===== src/rtl/clk_div_multi_if.sv =====
// ---------------------------------------------------------------------------
// clk_div_multi_if
// Bundle of control and status signals for the multi-channel clock divider.
//   en        : per-channel enable
//   sync      : restart all running channels at phase 0
//   period_in : packed per-channel period, channel i in [i*WIDTH +: WIDTH]
//   duty_in   : packed per-channel high count, same packing
//   clk_out   : per-channel divided waveform (registered)
//   tick      : per-channel one-cycle pulse in the last cycle of a period
//   counter   : packed per-channel phase count
// master drives the configuration, slave is the divider itself.
// ---------------------------------------------------------------------------
interface clk_div_multi_if #(
    parameter int N_CH  = 2,
    parameter int WIDTH = 11
);
    logic [N_CH-1:0]       en;
    logic                  sync;
    logic [N_CH*WIDTH-1:0] period_in;
    logic [N_CH*WIDTH-1:0] duty_in;
    logic [N_CH-1:0]       clk_out;
    logic [N_CH-1:0]       tick;
    logic [N_CH*WIDTH-1:0] counter;

    modport master (
        output en, sync, period_in, duty_in,
        input  clk_out, tick, counter
    );

    modport slave (
        input  en, sync, period_in, duty_in,
        output clk_out, tick, counter
    );
endinterface


===== src/rtl/clk_div_multi.sv =====
// ---------------------------------------------------------------------------
// clk_div_multi
// Multi-channel programmable divided-clock / tick generator. Each channel
// runs a phase counter over a shadowed period and high count; new settings
// are only picked up when idle, on a period wrap or on sync, so a period in
// progress always finishes at its old length and duty.
//
// Ports:
//   clk  : system clock, rising edge
//   rst  : synchronous active-high reset
//   bus  : clk_div_multi_if.slave (en, sync, period_in, duty_in in;
//          clk_out, tick, counter out)
//
// State (per channel):
//   state  | meaning
//   IDLE   | channel stopped, outputs low, shadows track the inputs
//   RUN    | counting 0 .. P_act-1, clk_out high while cnt < H_act
// ---------------------------------------------------------------------------
module clk_div_multi #(
    parameter int N_CH  = 2,
    parameter int WIDTH = 11
) (
    input  logic             clk,
    input  logic             rst,
    clk_div_multi_if.slave   bus
);

    localparam logic             S_IDLE = 1'b0;
    localparam logic             S_RUN  = 1'b1;
    localparam logic [WIDTH-1:0] ONE    = WIDTH'(1);

    logic [N_CH-1:0]             run_q;
    logic [N_CH-1:0]             run_d;
    logic [N_CH-1:0][WIDTH-1:0]  cnt_q;
    logic [N_CH-1:0][WIDTH-1:0]  cnt_d;
    logic [N_CH-1:0][WIDTH-1:0]  p_q;
    logic [N_CH-1:0][WIDTH-1:0]  p_d;
    logic [N_CH-1:0][WIDTH-1:0]  h_q;
    logic [N_CH-1:0][WIDTH-1:0]  h_d;
    logic [N_CH-1:0]             clk_out_q;
    logic [N_CH-1:0]             clk_out_d;
    logic [N_CH-1:0]             tick_q;
    logic [N_CH-1:0]             tick_d;

    logic [N_CH-1:0][WIDTH-1:0]  period_v;
    logic [N_CH-1:0][WIDTH-1:0]  duty_v;
    logic [N_CH-1:0]             wrap;

    assign period_v = bus.period_in;
    assign duty_v   = bus.duty_in;

    // Last cycle of the active period; only meaningful in RUN where p_q >= 1.
    always_comb begin
        wrap = '0;
        for (int i = 0; i < N_CH; i++) begin
            wrap[i] = (cnt_q[i] == (p_q[i] - ONE));
        end
    end

    // State register, including the registered outputs.
    always_ff @(posedge clk) begin
        if (rst) begin
            run_q     <= '0;
            cnt_q     <= '0;
            p_q       <= '0;
            h_q       <= '0;
            clk_out_q <= '0;
            tick_q    <= '0;
        end else begin
            run_q     <= run_d;
            cnt_q     <= cnt_d;
            p_q       <= p_d;
            h_q       <= h_d;
            clk_out_q <= clk_out_d;
            tick_q    <= tick_d;
        end
    end

    // Next-state logic. Within RUN: disable beats sync, sync beats wrap;
    // sync and wrap produce the same restart so their overlap is harmless.
    always_comb begin
        run_d = run_q;
        cnt_d = cnt_q;
        p_d   = p_q;
        h_d   = h_q;
        for (int i = 0; i < N_CH; i++) begin
            if (run_q[i] == S_IDLE) begin
                cnt_d[i] = '0;
                p_d[i]   = period_v[i];
                h_d[i]   = duty_v[i];
                run_d[i] = (bus.en[i] && (period_v[i] != '0)) ? S_RUN : S_IDLE;
            end else if (!bus.en[i]) begin
                run_d[i] = S_IDLE;
                cnt_d[i] = '0;
            end else if (bus.sync || wrap[i]) begin
                cnt_d[i] = '0;
                p_d[i]   = period_v[i];
                h_d[i]   = duty_v[i];
                if (period_v[i] == '0) begin
                    run_d[i] = S_IDLE;
                end
            end else begin
                cnt_d[i] = cnt_q[i] + ONE;
            end
        end
    end

    // Output decode on the next state so the pins come straight from flops
    // and line up with the counter value they describe.
    always_comb begin
        clk_out_d = '0;
        tick_d    = '0;
        for (int i = 0; i < N_CH; i++) begin
            clk_out_d[i] = (run_d[i] == S_RUN) && (cnt_d[i] < h_d[i]);
            tick_d[i]    = (run_d[i] == S_RUN) && (cnt_d[i] == (p_d[i] - ONE));
        end
    end

    assign bus.clk_out = clk_out_q;
    assign bus.tick    = tick_q;
    assign bus.counter = cnt_q;

endmodule

===== src/flat_wrapper.sv =====
// flat-port wrapper written by rule: the top's interface ports become plain ports
module clk_div_multi_flat 
#(
    parameter int N_CH  = 2,
    parameter int WIDTH = 11
)
  (clk, rst, bus_en, bus_sync, bus_period_in, bus_duty_in, bus_clk_out, bus_tick, bus_counter);
  clk_div_multi_if #(.N_CH(N_CH), .WIDTH(WIDTH)) bus_i ();
  input  logic clk;
  input  logic rst;
  input wire logic [$bits(bus_i.en)-1:0] bus_en;
  input wire logic [$bits(bus_i.sync)-1:0] bus_sync;
  input wire logic [$bits(bus_i.period_in)-1:0] bus_period_in;
  input wire logic [$bits(bus_i.duty_in)-1:0] bus_duty_in;
  output wire logic [$bits(bus_i.clk_out)-1:0] bus_clk_out;
  output wire logic [$bits(bus_i.tick)-1:0] bus_tick;
  output wire logic [$bits(bus_i.counter)-1:0] bus_counter;
  assign bus_i.en = bus_en;
  assign bus_i.sync = bus_sync;
  assign bus_i.period_in = bus_period_in;
  assign bus_i.duty_in = bus_duty_in;
  assign bus_clk_out = bus_i.clk_out;
  assign bus_tick = bus_i.tick;
  assign bus_counter = bus_i.counter;
  clk_div_multi #(.N_CH(N_CH), .WIDTH(WIDTH)) u_core (.clk(clk), .rst(rst), .bus(bus_i));
endmodule

===== config.mk =====
export PLATFORM = sky130hd
export DESIGN_NAME = clk_div_multi_flat
export DESIGN_NICKNAME = d
export VERILOG_FILES = /design/src/rtl/clk_div_multi_if.sv /design/src/rtl/clk_div_multi.sv /design/src/flat_wrapper.sv
export SDC_FILE = /design/constraint.sdc
export NUM_CORES = 1
export LEC_CHECK = 0
export ABC_AREA = 1
export CORE_MARGIN = 3
export CORE_UTILIZATION = 56
export DETAILED_ROUTE_END_ITERATION = 7
export GPL_ROUTABILITY_DRIVEN = 0
export PLACE_DENSITY = 0.79
export SLEW_MARGIN = 0
export SYNTH_ARGS = -nofsm -noshare
export SYNTH_HDL_FRONTEND = slang
export SYNTH_SLANG_ARGS = --single-unit

===== constraint.sdc =====
create_clock -name clk -period 4.15 [get_ports clk]
set_input_delay 0.6225 -clock clk [delete_from_list [all_inputs] [get_ports clk]]
set_output_delay 0.6225 -clock clk [all_outputs]
set_load 0.02 [all_outputs]

==> out/qor.yml <==
logic_synthesis:
  synth_top_family_by_area: "simple AND/OR/NAND/NOR gates"
  synthDistinctLibCells: 36
  post_synth_mux_area_share_pct: 3.959
  mappedNetlistArea_um2: 5309
  synth.yosys.seq_area_share_pct: 27.15
  synth_fa_ha_area_share_pct: 6.128
  share_of_synthesized_cell_area_in_and_or_nand_and_nor_gates_pct: 44.00
  synth-compound-area-share_pct: 3.889
  synthesis.nets: 918
  post_synth_xor_area_fraction_pct: 4.619
  postSynthCellCount: 843
  synth.avg_cell_area_um2: 6.298
  number_of_register_bits_inferred_by_synthesis: 72
  synth-warning-count: 0
sta:
  timing_max_transition_violations_final: 0
  slew_at_the_pin_closest_to_its_max_slew_limit_ns: 0.6909
  setup_tns_ns: 0
  holdWs_ns: 0.4997
  period_needed_ns: 3.490
  fmax_ghz: 0.2865
  worst_clock_skew_ns: 0.01023
  final_min_period_over_clock_period_pct: 84.10
  rsz0062_at_grt: "no"
  setup_viol: 0
  worst_slew_margin_rel_pct: 53.94
  hold_viol_final: 0
clock_tree:
  h-tree-depth: 3
  cts_buffers: 9
  path_clk_slew_ns: 0.08
  cts.path.max_buffers: 2
  cts-hold-fix-buffers: 0
  cts_tree: "done"
  post_cts_resized: 0
  cts_setup_buffers: 0
  cts.root.buffer_cell: "clkbuf_8"
  clock_latency_ns: 0.35
  numClockSinks: 72
placement:
  placedCellCount: 1028
  port-buffer-count: 74
  detailed_place_hpwl_um: 11410
route:
  routed_wirelength_normalized_by_instance_count_um: 13.64
  postRouteAntennaNets: 0
  post_drt_via_cell_ratio: 5.246
  initialDrtViolationCount: 465
  totalWireLength_um: 14240
  drt-pass1-iter-count: 6
  route.vias.total: 5477
  post-route-drc-count: 0
cells_and_area:
  post_layout_nonfiller_instances: 1044
  fin_util_pct: 70.10
  layout.cells.most_common_list: "nand2_1, nor2_1, inv_1, nand3_1, clkdlybuf4s50_1"
  regArea_um2: 1441
  nFillCells: 802
  num-nets-final: 988
  most_frequent_standard_cell_in_the_layout_excluding_fill_and_tap_cells: "nand2_1"
  post_route_cells_drive_above_1_share_pct: 7.190
  area_growth_syn_to_layout_pct: 18.52
  antenna_cells: 0
  area_of_the_multi_input_gates_um2: 3323
run_status:
  status: "complete, no violations"
setup_path:
  worst-path-max-fanout: 25
  worstPathRequired_ns: 4.44
  worst-setup-path-type: "reg2reg"
  end_kind: "flip-flop"
  timing.critical_path.arrival_ns: 3.78
  critical_path.startpoint_type: "flip-flop"
floorplan:
  initial_core_util_pct: 59.14
  die_y_um: 103.4
  die_w_um: 103.4
  num_rows: 34
  die_outline_area_um2: 10680
  floorplan.core_area_um2: 8976
  ioPinCount: 75
global_route:
  global_route.usage.total_pct: 27.84
  largest_net_degree_at_the_start_of_global_routing: 67
  antenna_found_initial: 0
  grt.overflow.total: 0
  grt_pass1_wl_um: 23320
  grt_pass1_vias: 4868
power:
  cellPowerDensity_nw_per_um2: 277.4
  vdd.ir_drop.worst_uv: 232.8
  power.leakage_nw: 3.085
job:
  drv_cap: 0
hold_path:
  hold_class: "reg2reg"
==> final cells by class <==
type / count / area share [%]
Clock buffer: 10 / 2.028
Clock inverter: 6 / 0.9545
Inverter: 117 / 6.980
Multi-Input combinational cell: 638 / 52.81
Sequential cell: 72 / 22.91
Tap cell: 126 / 2.505
Timing Repair Buffer: 75 / 11.81
==> flip-flops by register name (all words and copies together), names as in the netlist <==
signal / count
u_core.bus.tick: 2
u_core.bus.counter: 22
u_core.h_q: 22
u_core.run_q: 2
u_core.p_q: 22
u_core.bus.clk_out: 2
==> metrics by stage <==
step | setup slack (ns) | instance area, um2 | power (W)
after global routing | 0.2264 | 6292 | 0.001847
after floorplan | 1.050 | 5309 | 0.001079
after global placement | 0.8280 | 6105 | 0.001186
final | 0.6597 | 6292 | 0.001746
after detailed placement | 0.6961 | 6105 | 0.001202
after CTS | 0.6640 | 6292 | 0.001747
==> cell families after synthesis <==
group	after synthesis
buffers and inverters	133
DFF	72
xor gates and xnor gates	28
adders and majority gates	26
muxes	21
AOI/OAI and AO/OA	32
and+or+nand+nor	531
==> power by group <==
group          switching (W)  internal, W
clock network       0.000277     0.000275
registers          0.0000264     0.000725
logic               0.000271     0.000172
==> per-layer routing <==
metal	vias up	global-route usage [%]	wire, um
met1	2444	42.47	6791
met3	14	3.353	1295
met2	239	40.98	5973
li1	2780	-	-
met4	0	8.068	176
met5	-	0	0
==> cell usage after synthesis <==
library cell	number	area [um2]
a211oi_1	3	22.52
a21oi_1	8	40.04
a31oi_1	1	6.260
a41oi_1	1	8.760
buf_2	3	15.01
buf_6	4	45.04
buf_8	1	15.01
clkbuf_1	8	30.03
dfxtp_1	72	1441
ha_1	26	325.3
inv_1	110	412.9
inv_2	7	26.28
mux2i_1	21	210.2
nand2_1	247	927.1
nand2_2	13	81.33
nand2_4	2	22.52
nand3_1	76	380.4
nand3_2	7	70.07
nand3_4	2	35.03
nand3b_1	10	75.07
nand4_1	11	68.82
nand4_2	1	12.51
nor2_1	138	518.0
nor2_2	12	75.07
nor3_1	5	25.02
nor3b_1	1	7.510
nor4_1	4	25.02
o211ai_1	4	30.03
o21ai_0	8	40.04
o21ai_1	2	10.01
o21ai_2	2	17.52
o21ai_4	1	16.27
o21bai_1	2	15.01
or2_2	2	12.51
xnor2_1	9	78.83
xor2_1	19	166.4
==> final timing paths <==
kind,from,end,slack [ns],cells after the start
setup / recovery,u_core.p_q[11],u_core.bus.tick[1],0.66,23
hold / removal,u_core.h_q[11],u_core.h_q[11],0.50,2
setup reg to reg,u_core.p_q[11],u_core.bus.tick[1],0.66,23
hold reg to reg,u_core.h_q[11],u_core.h_q[11],0.50,2
==> critical path, cell delays in order (launching register included) <==
cell,delay [ns]
dfxtp_1,0.32
inv_1,0.19
ha_1,0.35
nand3_2,0.13
nor2_1,0.16
nand2_1,0.08
nand2_1,0.06
nand3_1,0.08
nor2_2,0.10
nand4_2,0.14
nand3_4,0.20
nand2_4,0.25
nand2_1,0.16
nand2_2,0.12
ha_1,0.33
nand4_1,0.10
nand2_1,0.06
nor2_1,0.10
nand3_1,0.08
nor2_1,0.13
nand2_1,0.07
nor2_1,0.08
nand3_1,0.07
nor2_1,0.08
Power figures use the tool's default switching activity.
